==> config.mk <==
export PLATFORM = sky130hd
export DESIGN_NAME = boa_pmu_ctrl
export DESIGN_NICKNAME = d
export VERILOG_FILES = /design/src/rtl/boa_pmu_ctrl.sv
export SDC_FILE = /design/constraint.sdc
export NUM_CORES = 1
export LEC_CHECK = 0
export CAP_MARGIN = 20
export CORE_MARGIN = 8
export CORE_UTILIZATION = 35
export CTS_BUF_LIST = sky130_fd_sc_hd__clkbuf_16
export CTS_CLUSTER_SIZE = 40
export DETAILED_ROUTE_END_ITERATION = 10
export SYNTH_ARGS = -nofsm -noshare
export SYNTH_HDL_FRONTEND = slang
export SYNTH_SLANG_ARGS = --single-unit
==> constraint.sdc <==
create_clock -name clk -period 2.16 [get_ports clk]
set_input_delay 0.216 -clock clk [delete_from_list [all_inputs] [get_ports clk]]
set_output_delay 0.216 -clock clk [all_outputs]
set_load 0.01 [all_outputs]
==> src/rtl/boa_pmu_ctrl.sv <==
// rtl/boa_pmu_ctrl.sv - power-management controller: button debounce, reset hold, shutdown/wake sequencing
module boa_pmu_ctrl #(
  parameter int DEBOUNCE_CYCLES    = 16,
  parameter int RST_HOLD_CYCLES    = 8,
  parameter int WAKE_SETTLE_CYCLES = 2
) (
  input  logic       clk,
  input  logic       rst_n,
  input  logic       btn_rst,
  input  logic       btn_wake,
  input  logic       shdn_req,
  input  logic       rst_req,
  output logic       core_rst,
  output logic       clk_gate,
  output logic       wake_evt,
  output logic [1:0] pmu_state
);

  localparam int MAX_CNT = (RST_HOLD_CYCLES > WAKE_SETTLE_CYCLES) ? RST_HOLD_CYCLES : WAKE_SETTLE_CYCLES;
  localparam int CW = $clog2(MAX_CNT + 1);
  localparam int DW = $clog2(DEBOUNCE_CYCLES + 1);
  localparam logic [DW-1:0] DB_LAST     = DW'(DEBOUNCE_CYCLES - 1);
  localparam logic [CW-1:0] HOLD_LOAD   = CW'(RST_HOLD_CYCLES - 1);
  localparam logic [CW-1:0] SETTLE_LOAD = CW'(WAKE_SETTLE_CYCLES - 1);

  typedef enum logic [1:0] {
    ST_RESET = 2'd0,
    ST_RUN   = 2'd1,
    ST_SHDN  = 2'd2,
    ST_WAKE  = 2'd3
  } state_t;

  // Bit 0 carries the reset button, bit 1 the wake button.
  logic [1:0]    sync1, sync2, level, press;
  logic [DW-1:0] db_cnt [2];

  state_t        state, state_nxt;
  logic [CW-1:0] cnt, cnt_nxt;
  logic          evt_nxt;
  logic          rst_any;

  always_ff @(posedge clk) begin
    if (!rst_n) begin
      sync1 <= '0;
      sync2 <= '0;
      level <= '0;
      for (int i = 0; i < 2; i++) db_cnt[i] <= '0;
    end else begin
      sync1 <= {btn_wake, btn_rst};
      sync2 <= sync1;
      for (int i = 0; i < 2; i++) begin
        if (sync2[i] == level[i]) begin
          db_cnt[i] <= '0;
        end else if (db_cnt[i] == DB_LAST) begin
          level[i]  <= ~level[i];
          db_cnt[i] <= '0;
        end else begin
          db_cnt[i] <= db_cnt[i] + 1'b1;
        end
      end
    end
  end

  // A press is the edge on which the debounced level is about to rise.
  always_comb begin
    press = '0;
    for (int i = 0; i < 2; i++) begin
      press[i] = sync2[i] & ~level[i] & (db_cnt[i] == DB_LAST);
    end
  end

  assign rst_any = press[0] | rst_req;

  always_comb begin
    state_nxt = state;
    cnt_nxt   = cnt;
    evt_nxt   = 1'b0;
    case (state)
      ST_RESET: begin
        if (rst_any)          cnt_nxt = HOLD_LOAD;
        else if (cnt == '0)   state_nxt = ST_RUN;
        else                  cnt_nxt = cnt - 1'b1;
      end
      ST_RUN: begin
        if (rst_any) begin
          state_nxt = ST_RESET;
          cnt_nxt   = HOLD_LOAD;
        end else if (shdn_req) begin
          state_nxt = ST_SHDN;
        end
      end
      ST_SHDN: begin
        if (rst_any) begin
          state_nxt = ST_RESET;
          cnt_nxt   = HOLD_LOAD;
        end else if (press[1]) begin
          state_nxt = ST_WAKE;
          cnt_nxt   = SETTLE_LOAD;
        end
      end
      ST_WAKE: begin
        if (rst_any) begin
          state_nxt = ST_RESET;
          cnt_nxt   = HOLD_LOAD;
        end else if (cnt == '0) begin
          state_nxt = ST_RUN;
          evt_nxt   = 1'b1;
        end else begin
          cnt_nxt = cnt - 1'b1;
        end
      end
      default: begin
        state_nxt = ST_RESET;
        cnt_nxt   = HOLD_LOAD;
      end
    endcase
  end

  // Outputs are flopped from the next state so they track the state register exactly.
  always_ff @(posedge clk) begin
    if (!rst_n) begin
      state     <= ST_RESET;
      cnt       <= HOLD_LOAD;
      core_rst  <= 1'b1;
      clk_gate  <= 1'b0;
      wake_evt  <= 1'b0;
      pmu_state <= 2'd0;
    end else begin
      state     <= state_nxt;
      cnt       <= cnt_nxt;
      core_rst  <= (state_nxt == ST_RESET);
      clk_gate  <= (state_nxt == ST_SHDN);
      wake_evt  <= evt_nxt;
      pmu_state <= state_nxt;
    end
  end

endmodule

==> results by stage, run 1 <==
Outcome:
- The flow ran to the end, and the final reports show no timing, DRC or antenna violations.

Yosys:
- Sorting the synthesized cells by how often they occur yields 16 x nor2_1, 15 x dfxtp_1, 11 x ha_1, 11 x inv_1, 10 x edfxtp_1.
- Among all cell types in the netlist, the one instantiated most often is nor2_1.
- The Yosys step of the flow raised 0 warnings.
- The most used flip-flop cell after synthesis is dfxtp_1.
- After synthesis, the largest family of logic cells by area is simple AND/OR/NAND/NOR gates.
- The async set-reset flop share out of synthesis is 0.
- The register area share after synthesis is 0.456.
- The number of flops mapped to enable cells by yosys is 10.
- The cell area that synthesis handed to floorplanning was 1320 um2.
- Of the post-synthesis cell area, the dominant cell type holds 0.228.
- The post-synthesis cell count is 131.
- The number of distinct standard cells referenced by the synthesized netlist is 40.
- The share of cell area taken by muxes after synthesis is 0.
- Of the total synthesized cell area, the portion taken by full adders, half adders and majority gates is 0.105.
- dfxtp_1 takes more of the synthesized area than any other cell.
- In the post-synthesis netlist, the biggest area contributors are dfxtp_1 23%, edfxtp_1 23%, ha_1 10%, nor2_1 4.6%, inv_1 3.1%.
- The compound-gate portion of the synthesized area is 0.157.
- Each instance of the synthesized netlist takes up on average around 10 um2.
- Of the total synthesized cell area, the portion taken by XOR and XNOR cells is 0.0399.
- The number of storage elements in the synthesis netlist is 25.
- Of the total synthesized cell area, the portion taken by AND, OR, NAND and NOR gates is 0.200.

STA:
- Setup repair after global routing left no endpoint under its margin.
- The part of the cycle the worst path needs is 0.927.
- Subtracting the final worst setup slack from the clock period gives ~2000 ps.
- After routing, the total negative slack on setup checks comes to 0 ps.
- Setup violations remaining at the end of the flow were counted as 0.
- The worst hold slack across all endpoints is 434 ps.
- Based on the critical path, the design can be clocked at up to around 500 MHz.
- After layout, the worst setup slack is between 150 and 200 ps.
- Across the routed clock network, the largest skew measured is 1.51 ps.
- The count of final hold-check violations is 0.
- The count of pins over their slew limit was 0.

Power:
- The analysis attributes to net switching a power of 0.236 mW.
- The relative contribution of the clock network to total power is 0.380.
- The design draws between 1 and 1.5 mW.
- The switching share of power is 0.224.
- The leakage component of the power is around 0.66 nW.
- The power per unit of standard cell area is 639 nW/um2.
- The relative contribution of combinational cells to total power is 0.121.
- Of the total power, registers draw 0.499.
- The internal power of the cells totals 0.818 mW.
- VDD sags by at most 0.300 mV.

Critical path:
- The worst setup path is captured at a register.
- The data arrival time at the worst-slack endpoint is between 2000 and 2500 ps.
- Along the worst path, the maximum fanout reaches 5.
- The startpoint type of the worst setup path is a register.
- STA puts the critical path data required time at 2310 ps.
- The number of cell instances on the worst register-to-register path is 7.
- The worst setup path category is register to register.

Clock tree:
- The clock passes through at most 2 buffers.
- The clock tree from TritonCTS is done.
- After clock tree synthesis, the clock-pin slew on the worst setup and hold paths is ~60 ps.
- In this run the number of H-tree levels came out at 1.
- The later pin in the worst-skew pair is clocked with a latency of about 260 ps.
- The number of clock buffers added by TritonCTS is 3.
- Counting every sink on the clock net gives 25.
- The clock root buffer is clkbuf_16.

Global routing:
- The number of antenna violations at the first check in global routing was 0.
- For this run, the total global-route usage over all layers was measured as 0.0924.
- Entering global routing, the biggest net connects 14 pins.
- In the global route stage, met2 resource usage came out at 0.163.
- The met1 track utilization from global routing is 0.0971.
- The layer with the highest usage is met2.
- The global-route wire length before repair is approximately 4600 um.
- The global-route congestion overflow total is 0.
- The met3 demand-to-capacity share in global routing is 0.0303.
- The via count of the first global-routing pass was ~1100.

Floorplanning:
- Measured along the y axis, the die boundary spans between 70 and 80 um.
- For this design the top-level I/O count stands at 11.
- The initial utilization of the core area, before any placement, comes to 0.362.
- The number of standard-cell rows in the floorplan is 22.
- After floorplanning, the core was sized to cover between 3000 and 4000 um2.
- The die covers roughly 6000 um2.
- The width of the die is about 77 um.

Detailed routing:
- The DRC violations left is 0.
- Using the TritonRoute via totals, the vias-per-cell ratio works out to between 5 and 6.
- The remaining antenna violation count after routing is 0.
- The pre-antenna-repair detailed-routing pass consisted of 4 iterations.
- The first-iteration detailed-routing DRC count is 34.
- The routed length per placed instance is 13.0 um.
- The count of vias placed by the detailed router is between 1000 and 1500.
- For this block, the routed nets add up to 2690 um of wire.

Finish:
- In the final layout, the share of cells above drive strength 1 is 0.132.
- The number of inserted diodes is 0.
- In the final layout, flip-flops and latches occupy around 600 um2.
- Counting the fill cells in the layout gives between 300 and 400.
- In the final layout, the multi-input gates occupy ~720 um2.
- The area growth from synthesis to layout is 25.3%.
- In the final design database the tool counted between 150 and 200 nets.

Placement:
- Routability-driven placement finished with a final weighted congestion of 0.818.
- During placement, the flow inserted port buffers numbering 10.
- Detailed placement finished with a half-perimeter wire length of approximately 2000 um.
- The placement-stage worst setup slack is between 20 and 25 ps.

Job:
- The number of maximum-capacitance constraint violations is 0.

Worst hold path:
- The tightest min-delay check is of the register to register type.
- The number of stages on the worst hold path is 1.
==> state kept, by name (all words and copies together) (netlist names) <==
register,flops
wake_evt,1
sync1,2
db_cnt,10
sync2,2
core_rst,1
cnt,4
clk_gate,1
state,2
level,2
==> worst paths after layout <==
| check | from | end | slack, ps |
|---|---|---|---|
| max | db_cnt[0][0]$_SDFFCE_PN0P_ | clk_gate$_SDFF_PN0_ | 160 |
| min | sync1[1]$_SDFF_PN0_ | sync2[1]$_SDFF_PN0_ | 430 |
| max reg2reg | db_cnt[0][0]$_SDFFCE_PN0P_ | clk_gate$_SDFF_PN0_ | 160 |
| min reg2reg | sync1[1]$_SDFF_PN0_ | sync2[1]$_SDFF_PN0_ | 430 |
==> what timing repair did <==
action,CTS,global route
resized for setup,0,3
setup endpoints to repair,0,4
hold buffers,0,0
setup buffers,0,1
==> cell usage in the layout, fill, tap and decap left out, drive strengths merged, types with 6 or more instances in the layout <==
cell type      Yosys  final
ha                11     11
o211ai             6      6
dfxtp             15     15
edfxtp            10     10
conb               1     10
clkdlybuf4s50      0     10
inv               13     14
nor2              16     16
==> per-stage QoR <==
stage | std cells | utilization | cell area [um2]
2_1_floorplan | 140 | - | 1350
5_1_grt | 207 | 0.454 | 1650
4_1_cts | 205 | 0.445 | 1620
3_3_place_gp | 201 | 0.423 | 1540
6_report | 207 | 0.454 | 1650
3_5_place_dp | 201 | 0.423 | 1540
==> critical path, cell delays in order, from the launching register on <==
cell and delay (ps):
edfxtp_1 410, ha_1 240, and3_1 150, ha_2 220, a21o_1 190, or4_4 410
o211ai_2 110, o2bb2a_4 170
==> power groups by stage <==
stage | clock (mW) | combinational (mW) | sequential [mW]
after floorplan | 0 | 0.0783 | 0.533
after global placement | 0 | 0.117 | 0.535
after detailed placement | 0 | 0.119 | 0.536
after CTS | 0.415 | 0.120 | 0.526
after global routing | 0.435 | 0.143 | 0.528
final | 0.401 | 0.127 | 0.526
==> layout make-up <==
cell class / count / area share
repair buffers: 15 / 0.0835
clock inverters: 1 / 0.00228
well taps: 48 / 0.0364
flip-flops and latches: 25 / 0.364
clock buffers: 3 / 0.0455
inverters: 13 / 0.0296
multi-input cells: 102 / 0.439
==> cells by family after synthesis <==
group                    Yosys count
buffers and inverters             14
flip-flops                        25
XOR/XNOR                           6
AO/OA/AOI/OAI                     25
adder cells (fa/ha/maj)           11
AND/OR/NAND/NOR                   49
other                              1
==> layer usage <==
metal  up-vias  routed length [um]
li1        519                   -
met3         2                 115
met2        24                1350
met1       499                1190
met4         0                  38
met5         -                   0
(Power assumes the default switching activity.)
==> run 2, diff against run 1 <==
Settings changed: SLEW_MARGIN set to 40.
==> results of run 2 <==
Same layout as run 1: the final DEF is identical, and so are final timing and power.
==> run 3, diff against run 2 <==
Settings changed: GPL_ROUTABILITY_DRIVEN set to 0.
==> results of run 3 <==
Same layout as run 1: the final DEF is identical, and so are final timing and power.
